<file path="src/rtl/lock_pkg.sv">
// Shared types and constants for the code lock controller and its timer.
`timescale 1ns/1ps
package lock_pkg;

  localparam int TIMER_W = 16;

  localparam int DEF_DIGITS_PER_TRY = 4;
  localparam int DEF_MAX_FAILS      = 3;
  localparam int DEF_UNLOCK_CYCLES  = 50000;
  localparam int DEF_LOCKOUT_CYCLES = 60000;

  typedef enum logic [1:0] {
    LOCKED   = 2'b00,
    UNLOCKED = 2'b01,
    LOCKOUT  = 2'b10
  } state_e;

endpackage

</file>
<file path="src/rtl/code_lock_ctrl_if.sv">
// Keypad/detector inputs and lock status outputs of the code lock controller.
`timescale 1ns/1ps
interface code_lock_ctrl_if;

  logic       digit_strobe;
  logic       match;
  logic       clear;
  logic       unlocked;
  logic       locked_out;
  logic       alarm;
  logic [2:0] fail_count;

  modport master (
    output digit_strobe, match, clear,
    input  unlocked, locked_out, alarm, fail_count
  );

  modport slave (
    input  digit_strobe, match, clear,
    output unlocked, locked_out, alarm, fail_count
  );

endinterface

</file>
<file path="src/rtl/lock_timer.sv">
// Loadable 16-bit down-counter that stops at zero; shared by unlock window and lockout.
`timescale 1ns/1ps
module lock_timer
  import lock_pkg::*;
(
  input  logic               clk,
  input  logic               rst,
  input  logic               load_i,
  input  logic [TIMER_W-1:0] load_value_i,
  input  logic               enable_i,
  output logic               zero_o
);

  logic [TIMER_W-1:0] count_q;

  always_ff @(posedge clk or posedge rst) begin
    if (rst) begin
      count_q <= '0;
    end else if (load_i) begin
      count_q <= load_value_i;
    end else if (enable_i && (count_q != '0)) begin
      count_q <= count_q - 1'b1;
    end
  end

  assign zero_o = (count_q == '0);

endmodule

</file>
<file path="src/rtl/code_lock_ctrl.sv">
// Turns detector matches into a timed unlock window and enforces a timed
// lockout after too many consecutive failed attempts.
`timescale 1ns/1ps
module code_lock_ctrl
  import lock_pkg::*;
#(
  parameter int DIGITS_PER_TRY = DEF_DIGITS_PER_TRY,
  parameter int MAX_FAILS      = DEF_MAX_FAILS,
  parameter int UNLOCK_CYCLES  = DEF_UNLOCK_CYCLES,
  parameter int LOCKOUT_CYCLES = DEF_LOCKOUT_CYCLES
) (
  input  logic            clk,
  input  logic            rst,
  code_lock_ctrl_if.slave bus
);

  state_e             state_q, state_d;
  logic [3:0]         digit_cnt_q, digit_cnt_d;
  logic               eval_pending_q, eval_pending_d;
  logic [2:0]         fail_count_q, fail_count_d;
  logic               unlocked_q, unlocked_d;
  logic               locked_out_q, locked_out_d;
  logic               alarm_q, alarm_d;

  logic               tmr_load;
  logic [TIMER_W-1:0] tmr_value;
  logic               tmr_enable;
  logic               tmr_zero;

  logic [3:0]         digit_inc;
  logic               digit_wrap;

  assign digit_inc  = digit_cnt_q + 4'd1;
  assign digit_wrap = (digit_inc == 4'(DIGITS_PER_TRY));

  lock_timer u_timer (
    .clk          (clk),
    .rst          (rst),
    .load_i       (tmr_load),
    .load_value_i (tmr_value),
    .enable_i     (tmr_enable),
    .zero_o       (tmr_zero)
  );

  always_ff @(posedge clk or posedge rst) begin
    if (rst) begin
      state_q        <= LOCKED;
      digit_cnt_q    <= '0;
      eval_pending_q <= 1'b0;
      fail_count_q   <= '0;
      unlocked_q     <= 1'b0;
      locked_out_q   <= 1'b0;
      alarm_q        <= 1'b0;
    end else begin
      state_q        <= state_d;
      digit_cnt_q    <= digit_cnt_d;
      eval_pending_q <= eval_pending_d;
      fail_count_q   <= fail_count_d;
      unlocked_q     <= unlocked_d;
      locked_out_q   <= locked_out_d;
      alarm_q        <= alarm_d;
    end
  end

  always_comb begin
    state_d        = state_q;
    digit_cnt_d    = digit_cnt_q;
    eval_pending_d = eval_pending_q;
    fail_count_d   = fail_count_q;
    alarm_d        = 1'b0;
    tmr_load       = 1'b0;
    tmr_value      = '0;
    tmr_enable     = 1'b0;

    unique case (state_q)
      LOCKED: begin
        if (bus.match) begin
          state_d        = UNLOCKED;
          tmr_load       = 1'b1;
          tmr_value      = TIMER_W'(UNLOCK_CYCLES - 1);
          digit_cnt_d    = '0;
          eval_pending_d = 1'b0;
          fail_count_d   = '0;
        end else if (bus.clear) begin
          digit_cnt_d    = '0;
          eval_pending_d = 1'b0;
        end else if (eval_pending_q && (fail_count_q + 3'd1 == 3'(MAX_FAILS))) begin
          state_d        = LOCKOUT;
          tmr_load       = 1'b1;
          tmr_value      = TIMER_W'(LOCKOUT_CYCLES - 1);
          alarm_d        = 1'b1;
          eval_pending_d = 1'b0;
          fail_count_d   = 3'(MAX_FAILS);
        end else begin
          // A non-fatal failure still lets a same-cycle strobe start the next
          // attempt; digit_cnt_q is already 0 whenever eval_pending_q is set.
          if (eval_pending_q) begin
            eval_pending_d = 1'b0;
            fail_count_d   = fail_count_q + 3'd1;
          end
          if (bus.digit_strobe) begin
            if (digit_wrap) begin
              digit_cnt_d    = '0;
              eval_pending_d = 1'b1;
            end else begin
              digit_cnt_d    = digit_inc;
            end
          end
        end
      end

      UNLOCKED: begin
        if (bus.clear) begin
          state_d   = LOCKED;
        end else if (bus.match) begin
          tmr_load  = 1'b1;
          tmr_value = TIMER_W'(UNLOCK_CYCLES - 1);
        end else if (tmr_zero) begin
          state_d   = LOCKED;
        end else begin
          tmr_enable = 1'b1;
        end
      end

      LOCKOUT: begin
        if (tmr_zero) begin
          state_d      = LOCKED;
          fail_count_d = '0;
          digit_cnt_d  = '0;
        end else begin
          tmr_enable   = 1'b1;
        end
      end

      default: begin
        state_d = LOCKED;
      end
    endcase

    unlocked_d   = (state_d == UNLOCKED);
    locked_out_d = (state_d == LOCKOUT);
  end

  assign bus.unlocked   = unlocked_q;
  assign bus.locked_out = locked_out_q;
  assign bus.alarm      = alarm_q;
  assign bus.fail_count = fail_count_q;

endmodule

</file>
<file path="src/flat_wrapper.sv">
// flat-port wrapper written by rule: the top's interface ports become plain ports
module code_lock_ctrl_flat import lock_pkg::*;
#(
  parameter int DIGITS_PER_TRY = DEF_DIGITS_PER_TRY,
  parameter int MAX_FAILS      = DEF_MAX_FAILS,
  parameter int UNLOCK_CYCLES  = DEF_UNLOCK_CYCLES,
  parameter int LOCKOUT_CYCLES = DEF_LOCKOUT_CYCLES
)
  (clk, rst, bus_digit_strobe, bus_match, bus_clear, bus_unlocked, bus_locked_out, bus_alarm, bus_fail_count);
  code_lock_ctrl_if bus_i ();
  input  logic clk;
  input  logic rst;
  input wire logic [$bits(bus_i.digit_strobe)-1:0] bus_digit_strobe;
  input wire logic [$bits(bus_i.match)-1:0] bus_match;
  input wire logic [$bits(bus_i.clear)-1:0] bus_clear;
  output wire logic [$bits(bus_i.unlocked)-1:0] bus_unlocked;
  output wire logic [$bits(bus_i.locked_out)-1:0] bus_locked_out;
  output wire logic [$bits(bus_i.alarm)-1:0] bus_alarm;
  output wire logic [$bits(bus_i.fail_count)-1:0] bus_fail_count;
  assign bus_i.digit_strobe = bus_digit_strobe;
  assign bus_i.match = bus_match;
  assign bus_i.clear = bus_clear;
  assign bus_unlocked = bus_i.unlocked;
  assign bus_locked_out = bus_i.locked_out;
  assign bus_alarm = bus_i.alarm;
  assign bus_fail_count = bus_i.fail_count;
  code_lock_ctrl #(.DIGITS_PER_TRY(DIGITS_PER_TRY), .MAX_FAILS(MAX_FAILS), .UNLOCK_CYCLES(UNLOCK_CYCLES), .LOCKOUT_CYCLES(LOCKOUT_CYCLES)) u_core (.clk(clk), .rst(rst), .bus(bus_i));
endmodule
</file>
<file path="config.mk">
export PLATFORM = sky130hd
export DESIGN_NAME = code_lock_ctrl_flat
export DESIGN_NICKNAME = d
export VERILOG_FILES = /design/src/rtl/lock_pkg.sv /design/src/rtl/code_lock_ctrl_if.sv /design/src/rtl/lock_timer.sv /design/src/rtl/code_lock_ctrl.sv /design/src/flat_wrapper.sv
export SDC_FILE = /design/constraint.sdc
export NUM_CORES = 1
export LEC_CHECK = 0
export ABC_AREA = 1
export BUFFER_PORTS_ARGS = -buffer_cell sky130_fd_sc_hd__buf_4
export CAP_MARGIN = 40
export CORE_MARGIN = 2
export CORE_UTILIZATION = 35
export DETAILED_ROUTE_END_ITERATION = 6
export GPL_TIMING_DRIVEN = 0
export PLACE_DENSITY_LB_ADDON = 0.3
export SLEW_MARGIN = 20
export SYNTH_ARGS = -nofsm -noshare
export SYNTH_HDL_FRONTEND = slang
export SYNTH_SLANG_ARGS = --single-unit
</file>
<file path="constraint.sdc">
create_clock -name clk -period 1.91 [get_ports clk]
set_clock_uncertainty 0.05 [all_clocks]
set_input_delay 0.382 -clock clk [delete_from_list [all_inputs] [get_ports clk]]
set_output_delay 0.382 -clock clk [all_outputs]
set_load 0.02 [all_outputs]
</file>
# == After elaboration in Yosys (flattened, before gate mapping) ==
# Cells that the tools add are included.
# classes
n_addsub,3
n_eq_ne,11
n_mux,45
reduce_logical,9
# ops
cell,count
$mux W16,7
$pmux W16 S2,1
$mux W4,6
$logic_not A16 Y1,1
$reduce_bool A16 Y1,1
$sub A16 B1 Y16 const B,1
$mux W1,15
$mux W3,5
$mux W2,6
$ne A4 B4 Y1 const B,2
$pmux W4 S2,1
$reduce_and A4 Y1,2
$pmux W2 S3,1
$pmux W3 S2,1
$add A4 B1 Y4 const B,1
$eq A2 B1 Y1 const B,2
$eq A2 B2 Y1 const B,2
$eq A4 B3 Y1 const B,1
$ne A4 B2 Y1 const B,1
$pmux W1 S2,2
$reduce_bool A2 Y1,2
$add A3 B1 Y3 const B,1
$eq A3 B2 Y1 const B,1
$ne A3 B3 Y1 const B,1
other kinds (3),4
# totals
ff_bits,29
elab_cells,76

# == Depth between registers and ports, before layout ==
# Gate-level depths: netlist of the first run.
# depth
depth_word,8
mapped_depth,12
ltp_nobuf,11

# == Modules after synthesis ==
# A second synthesis of the first run with hierarchy kept.
# unflattened
hier_cells,285
area_unflattened_um2,1990.7
# by_module_without_submodules
mod,n_inst,cells_each,area_per_inst_um2
lock_timer,1,172,1129.8
code_lock_ctrl,1,113,860.8

# == Least setup slack after synthesis of the first run ==
# OpenSTA, ideal clock, no wires.
# synth_path
kind,register to register
from,"reg u_core.fail_count_q[0], in the netlist u_core.bus.fail_count[0]"
to,reg u_core.u_timer.count_q[11]
setup_ns,0.117
arrival_time_ns,1.499
required_time_ns,1.743
slack_ns,0.244
stages_incl_launch_ff,13
path_buffers,1
synth_period_minus_slack_ns,1.666
path_cell_list,dfrtp_1 > ha_1 > inv_1 > nand2_1 > nand2_2 > nand4_2 > nand2_4 > inv_4 > buf_6 > nand2_1 > nand2_1 > nand2_1 > nand2_1
# synth_between
elab_chain_len,8
elab_cells_between_ends,13
classes_between,add/sub: 1; eq/ne: 1; mux: 9; reduce/logical: 2
# synth_lines
item,line_no,rtl
from (decl),code_lock_ctrl.sv:20,"logic [2:0] fail_count_q, fail_count_d;"
from (signal assigned),code_lock_ctrl.sv:58,fail_count_q <= fail_count_d;
$add A3 B1 Y3 *,code_lock_ctrl.sv:87,end else if (eval_pending_q && (fail_count_q + 3'd1 == 3'(MAX_FAILS))) begin
$eq A3 B2 Y1 *,code_lock_ctrl.sv:87,
$logic_and A1 B1 Y1 *,code_lock_ctrl.sv:87,
$mux W16 / $mux W1 (equally long branches),code_lock_ctrl.sv:87,
$mux W16 / $mux W1 (equally long branches),code_lock_ctrl.sv:84,end else if (bus.clear) begin
$mux W16 / $mux W1 (equally long branches),code_lock_ctrl.sv:77,if (bus.match) begin
$pmux W16 S2 / $pmux W1 S2 (equally long branches),code_lock_ctrl.sv:75,unique case (state_q)
$mux W16 / $reduce_bool A2 Y1 (equally long branches),-,
to (signal assigned),lock_timer.sv:20,count_q <= load_value_i;
to (signal assigned),lock_timer.sv:22,count_q <= count_q - 1'b1;
to (decl),lock_timer.sv:14,logic [TIMER_W-1:0] count_q;
# Mark *: on every way between the ends. The rest lies on a longest branch, timed or not.
# A chain may end at the register's enable or synchronous reset.

# == Final worst setup path of the first run ==
# layout_path
from,reg u_core.state_q[0]
to,reg u_core.u_timer.count_q[15]
# layout_between
elab_chain_len,4
elab_cells_between_ends,9
classes_between,eq/ne: 2; mux: 4; reduce/logical: 3
# layout_lines
item,line_no,rtl
from (decl),code_lock_ctrl.sv:17,"state_e state_q, state_d;"
from (signal assigned),code_lock_ctrl.sv:55,state_q <= state_d;
$eq A2 B2 Y1 / $eq A2 B1 Y1 (equally long branches),code_lock_ctrl.sv:75,
$pmux W1 S2,code_lock_ctrl.sv:75,
$logic_and A1 B1 Y1,lock_timer.sv:21,end else if (enable_i && (count_q != '0)) begin
$reduce_bool A2 Y1 (no source line),-,
# Several ways; a longest one is shown, not always the timed one.

==> metrics.md, run 1 <==
| Metric | Value |
|---|---|
| Setup TNS | 0 ns |
| Cell Area, Synth | 1950 sq um |
| Clock root cell | clkbuf_8 |
| Worst Hold Class | primary input to async pin |
| # rows | 27 |
| Post-place setup slack | 0.0363 ns |
| Syn_area_per_cell | 7.40 sq um |
| Worst ir drop on vdd | 392 uV |
| Final Hold Viols | 0 |
| Max-Cap Viols | 0 |
| Routed Antenna Nets | 0 |
| Core area | 5440 sq um |
| DR WL/cell | 11.5 um |
| Clock group share of total power | 27.1% |
| Ports | 11 |
| Unrepaired setup endpoints after global routing | false |
| Clk pin slew, worst setup/hold paths | 0.07 ns |
| DPL Wire Length | 2980 um |
| Via Count | 1648 |
| Share of layout cells above drive strength 1 | 19.2% |
| Sequential share of power | 40.7% |
| ANT cells | 0 |
| H-tree depth | 2 |
| Router iterations before antenna repair | 4 |
| Register area | 727 sq um |
| FILL cells | 562 |
| Drt total wl | 4060 um |
| Crit path capture type | flip-flop |
| CTS tree | done |
| Yosys cell types | 28 |
| # nets final | 294 |
| 1st-iter DRT viols | 143 |
| Die Wd | 78.6 um |
| Syn Nets | 277 |
| Endpoints failing setup | 0 |
| Routability congestion estimate from global placement | 0.826 |
| Post-synthesis sequential area ratio | 37.3% |
| Post-synth top area share | 37.3% |
| TritonCTS Buffers | 5 |
| Via density | 4.67 |
| Hold buffer count at CTS | 0 |
| CTS sink count | 29 |
| Post-route DRC | 0 |
| Setup CP Type | flip-flop to flip-flop |
| CTS max path bufs | 2 |
| NetSw | 0.693 mW |
| Fmax | 563 MHz |
| Period utilisation layout | 92.9% |
| Internal power | 1.15 mW |
| Pin count of the biggest net entering global routing | 30 |
| Startpoint types | flip-flop |
| Pwr/cell area | 832 nW/um^2 |
| Fin worst setup slack | 0.135 ns |
| Sw Ratio | 37.7% |
| Yosys warnings | 0 |
| Vias in the first global route | 1643 |
| Full die area | 6170 sq um |
| Fin. max-slew vios | 0 |
| Required time of the critical path | 2.03 ns |
| Area contributors post-synth | dfrtp_1, nand2_1, nand3_1 |
| CP Max Fanout | 10 |
| Syn Inst Count | 263 |
| Overflow after GRT | 0 |
| Yosys reg bits | 29 |
| First-pass GRT wire length | 7160 um |
| Slew of the pin with the lowest slew margin | 0.626 ns |
| Initial antenna violation count | 0 |
| Lkg Pwr | 1.09 nW |
| P&R area growth vs syn | 13.6% |
| Clock Latency Late Sink | 0.29 ns |
| Status | complete, no violations |
| Buffers on Ports | 10 |
| Multi-input logic area | 1070 sq um |
| Die height | 78.6 um |
| CP arrival | 1.89 ns |
| Crit path time final | 1.78 ns |
| Yosys top cell by area | dfrtp_1 |
| Max-slew headroom | 58.2% |
| GR Util All Layers | 14.6% |
| Comb pwr share | 32.2% |
| Initial Util | 35.8% |
-- critical path, cell delays in order, from the launching register on --
cell     delay [ns]
dfrtp_2        0.45
inv_1          0.14
ha_2           0.25
o21ai_0        0.13
nor2_2         0.17
nand2_4        0.09
buf_6          0.15
o21ai_0        0.15
nand3_1        0.08
-- stage by stage --
stage	hold WS [ns]	utilization, %	power (mW)	cells	area, sq um
finish	0.125	40.6	1.84	353	2210
global route	0.191	40.6	1.98	353	2210
CTS	0.166	40.3	1.84	353	2190
detailed placement	0.438	38.8	1.33	345	2110
global placement	0.413	38.8	1.33	345	2110
floorplan	0.395	-	1.18	263	1950
-- cell usage after synthesis, drive strengths merged --
library cell  number
nand2             84
inv               36
nand3             31
nor2              31
dfrtp             29
o21ai             19
ha                 9
xor2               6
a21oi              5
nand4              3
or2                3
buf                2
nand3b             2
a21o               1
o211ai             1
o22ai              1
-- state kept, by name, indices dropped and copies added, names as in the netlist --
name                    count
u_core.bus.locked_out       1
u_core.bus.alarm            1
u_core.digit_cnt_q          4
u_core.bus.fail_count       3
u_core.u_timer.count_q     16
u_core.bus.unlocked         1
u_core.state_q              2
u_core.eval_pending_q       1
-- layout by cell type (no fill, tap or decap), types with 2 or more instances in the layout --
master     n
o21ai_0    4
inv_2      6
nand2_4    4
or2_2      3
nand2_2    2
inv_4      2
nor2_2     8
buf_6      2
nor2_1    22
nand2_1   78
o21ai_1   15
clkbuf_8   5
nand4_1    2
nand3b_1   2
a21oi_1    3
ha_2       2
xor2_1     6
nand3_2    3
ha_1       6
clkbuf_1   3
nand3_1   27
inv_1     28
buf_4     10
dfrtp_1   28
-- kinds of logic after synthesis --
family          count (synthesis)  synth area share [%]
fa+ha+maj                       9                  5.79
xor+xnor                        6                  2.70
simple gates                  154                  37.8
flops                          29                  37.3
compound gates                 27                  8.04
buf+inv                        38                  8.36
-- layout make-up --
| class | count | area share (%) |
|---|---|---|
| buffer | 2 | 1.02 |
| clock buffer | 8 | 3.62 |
| inverter | 36 | 6.34 |
| multi-input combinational | 196 | 48.6 |
| sequential | 29 | 32.9 |
| tap | 72 | 4.08 |
| timing repair buffer | 10 | 3.40 |
-- metal layers --
metal	part of all wire (%)	vias up	routed length, um	GRT usage, %
li1	-	872	-	-
met4	1.3	0	54	5.26
met5	0	-	0	0
met3	3.8	7	156	3.45
met2	46	25	1880	24.7
met1	49	744	1970	18.1
-- power groups by stage --
stage / clock [mW] / sequential [mW] / combinational, mW
2_1_floorplan: 0 / 0.752 / 0.432
3_3_place_gp: 0 / 0.756 / 0.569
3_5_place_dp: 0 / 0.757 / 0.576
4_1_cts: 0.510 / 0.747 / 0.578
5_1_grt: 0.540 / 0.759 / 0.681
6_report: 0.498 / 0.749 / 0.592
-- final timing paths --
check / startpoint / endpoint / slack (ns) / cells after the start
worst max-delay path: u_core.state_q[0] / u_core.u_timer.count_q[15] / 0.13 / 8
worst min-delay path: rst / u_core.u_timer.count_q[3] / 0.13 / 2
worst max register to register: u_core.state_q[0] / u_core.u_timer.count_q[15] / 0.13 / 8
worst min register to register: u_core.u_timer.count_q[0] / u_core.u_timer.count_q[0] / 0.43 / 1
max in group asynchronous: rst / u_core.state_q[0] / 1.23 / 2
min in group clk: bus_digit_strobe / u_core.eval_pending_q / 0.36 / 3
-- repair_timing --
item / 4_1_cts / 5_1_grt
endpoints found under the hold margin: 0 / 0
setup buffers: 0 / 0
setup endpoints to repair: 0 / 10
resized for setup: 0 / 5
Note: power is estimated with default switching activity, not from simulation.
==> inputs of run 2 (changes only) <==
BUFFER_PORTS_ARGS = default   (was -buffer_cell sky130_fd_sc_hd__buf_4)
CAP_MARGIN = 20   (was 40)
DONT_BUFFER_PORTS = 1   (was default)
==> run 2 against run 1 <==
Compared with the run above: total power shrank 1.1%; cell area is 2.9% lower; via count decreased by 2.0%; critical path depth rose by 2; sequential power up 1%; flip-flop and latch count is the same.
==> metrics.md, run 2 (synthesized netlist as in run 1, its figures left out) <==
| Metric | Value |
|---|---|
| Fmax | 560 MHz |
| CTS max path bufs | 2 |
| H-tree depth | 2 |
| Design area | 2150 sq um |
| Post-Layout Cell Count | 344 |
| Crit path capture type | flip-flop |
| Die Wd | 78.6 um |
| Via Count | 1615 |
| Buffers on Ports | 0 |
| Placed Area | 2040 sq um |
| # nets final | 285 |
| Worst Hold Class | primary input to async pin |
| Post-route DRC | 0 |
| Crit path time final | 1.79 ns |
| Pin count of the biggest net entering global routing | 30 |
| Flop2flop setup slack | 0.12 ns |
| CP Max Fanout | 10 |
| Ports | 11 |
| Die height | 78.6 um |
| FILL cells | 574 |
| Pwr/cell area | 848 nW/um^2 |
| Vias in the first global route | 1507 |
| Reg2Reg Capture Point | u_core.u_timer.count_q[15] |
| P&R area growth vs syn | 10.3% |
| CP arrival | 1.91 ns |
| Most common cell after layout, fill and taps aside | nand2_1 |
| Cells after DPL | 335 |
| Max-Cap Viols | 0 |
| R2r startpoint | u_core.u_timer.count_q[0] |
| Routability congestion estimate from global placement | 0.826 |
| CTS tree | done |
| Period utilisation layout | 93.5% |
| Initial Util | 35.8% |
| Minimum hold slack | 0.00992 ns |
| Largest register FFs | 16 |
| Share of layout cells above drive strength 1 | 17.6% |
| GR Util All Layers | 14.8% |
| Worst R2R Path Depth | 10 |
| Biggest register | u_core.u_timer.count_q |
| Startpoint types | flip-flop |
| Max-slew headroom | 56.8% |
| # rows | 27 |
| TritonCTS Buffers | 5 |
| Hold buffer count at CTS | 0 |
| Routed Antenna Nets | 0 |
| Overflow after GRT | 0 |
| Worst ir drop on vdd | 400 uV |
| Drt total wl | 4100 um |
| Via density | 4.69 |
| Final Hold Viols | 0 |
| Endpoints failing setup | 0 |
| First-pass GRT wire length | 7170 um |
| Required time of the critical path | 2.03 ns |
| Unrepaired setup endpoints after global routing | true |
| Clock root cell | clkbuf_8 |
| CTS sink count | 29 |
| Setup CP Type | flip-flop to flip-flop |
| Clk pin slew, worst setup/hold paths | 0.07 ns |
| Full die area | 6170 sq um |
| ANT cells | 0 |
| Crit path to | u_core.u_timer.count_q[15] |
| DPL Wire Length | 3010 um |
| CP Launch Point | u_core.u_timer.count_q[0] |
| Core area | 5440 sq um |
| Status | complete, no violations |
| Setup TNS | 0 ns |
| Commonest non-fill, non-tap cells in the layout | nand2_1, inv_1, nand3_1, dfrtp_1, nor2_1 |
| Initial antenna violation count | 0 |
| DR WL/cell | 11.9 um |
| 1st-iter DRT viols | 84 |
| Fin. max-slew vios | 0 |
| Clock Latency Late Sink | 0.29 ns |
| Router iterations before antenna repair | 4 |
| Lkg Pwr | 1.04 nW |
| Slew of the pin with the lowest slew margin | 0.648 ns |
## run 2: what timing repair did
action                                  4_1_cts  5_1_grt
pin swaps                                     0        1
endpoints found under the setup margin        1       10
setup buffers                                 0        1
resized for setup                             1        5
## run 2: worst min-delay path by stage
stage | start | end | slack, ns | cells past startpoint
finish | rst | u_core.bus.alarm | 0.01 | 1
global route | rst | u_core.u_timer.count_q[2] | 0.06 | 1
CTS | rst | u_core.bus.alarm | 0.02 | 1
detailed placement | rst | u_core.u_timer.count_q[10] | 0.34 | 1
global placement | u_core.u_timer.count_q[0] | u_core.u_timer.count_q[0] | 0.41 | 1
floorplan | u_core.u_timer.count_q[0] | u_core.u_timer.count_q[0] | 0.39 | 1
## run 2: where the power goes
| group | leakage [nW] | switching (mW) | total [mW] | internal, mW |
|---|---|---|---|---|
| registers | 0.354 | 0.0814 | 0.758 | 0.677 |
| logic | 0.643 | 0.365 | 0.561 | 0.196 |
| clock network | 0.0450 | 0.248 | 0.500 | 0.252 |
| total | 1.04 | 0.694 | 1.82 | 1.13 |
## run 2: metrics by stage
stage / power (mW) / util (%) / setup slack [ns]
after floorplan: 1.18 / - / 0.244
final: 1.82 / 39.5 / 0.124
after CTS: 1.82 / 39.0 / 0.0523
after global routing: 1.97 / 39.5 / -0.0142
after detailed placement: 1.30 / 37.4 / 0.0128
after global placement: 1.30 / 37.4 / 0.0366
## run 2: layout make-up
class | instances | area [sq um] | area share, %
multi-input combinational | 196 | 1070 | 50.1
sequential | 29 | 728 | 33.9
timing repair buffer | 1 | 7.51 | 0.350
inverter | 36 | 140 | 6.53
clock inverter | 2 | 10.0 | 0.466
buffer | 2 | 22.5 | 1.05
clock buffer | 6 | 72.6 | 3.38
tap | 72 | 90.1 | 4.20
## run 2: routing by layer
metal | share of wire, % | GRT usage, % | vias to the layer above
met5 | 0 | 0 | -
met3 | 3.0 | 4.83 | 4
li1 | - | - | 849
met1 | 49 | 19.4 | 745
met4 | 1.1 | 4.21 | 0
met2 | 47 | 23.3 | 17
## run 2: worst max-delay path: stages (launching register included)
cell and delay [ns]:
dfrtp_1 0.40, inv_1 0.08, ha_1 0.30, nand3_2 0.15, nor2_2 0.15, nand2_1 0.10, nand2_4 0.11, buf_6 0.15
nor2_1 0.04, nand2_1 0.05, nand3_1 0.06
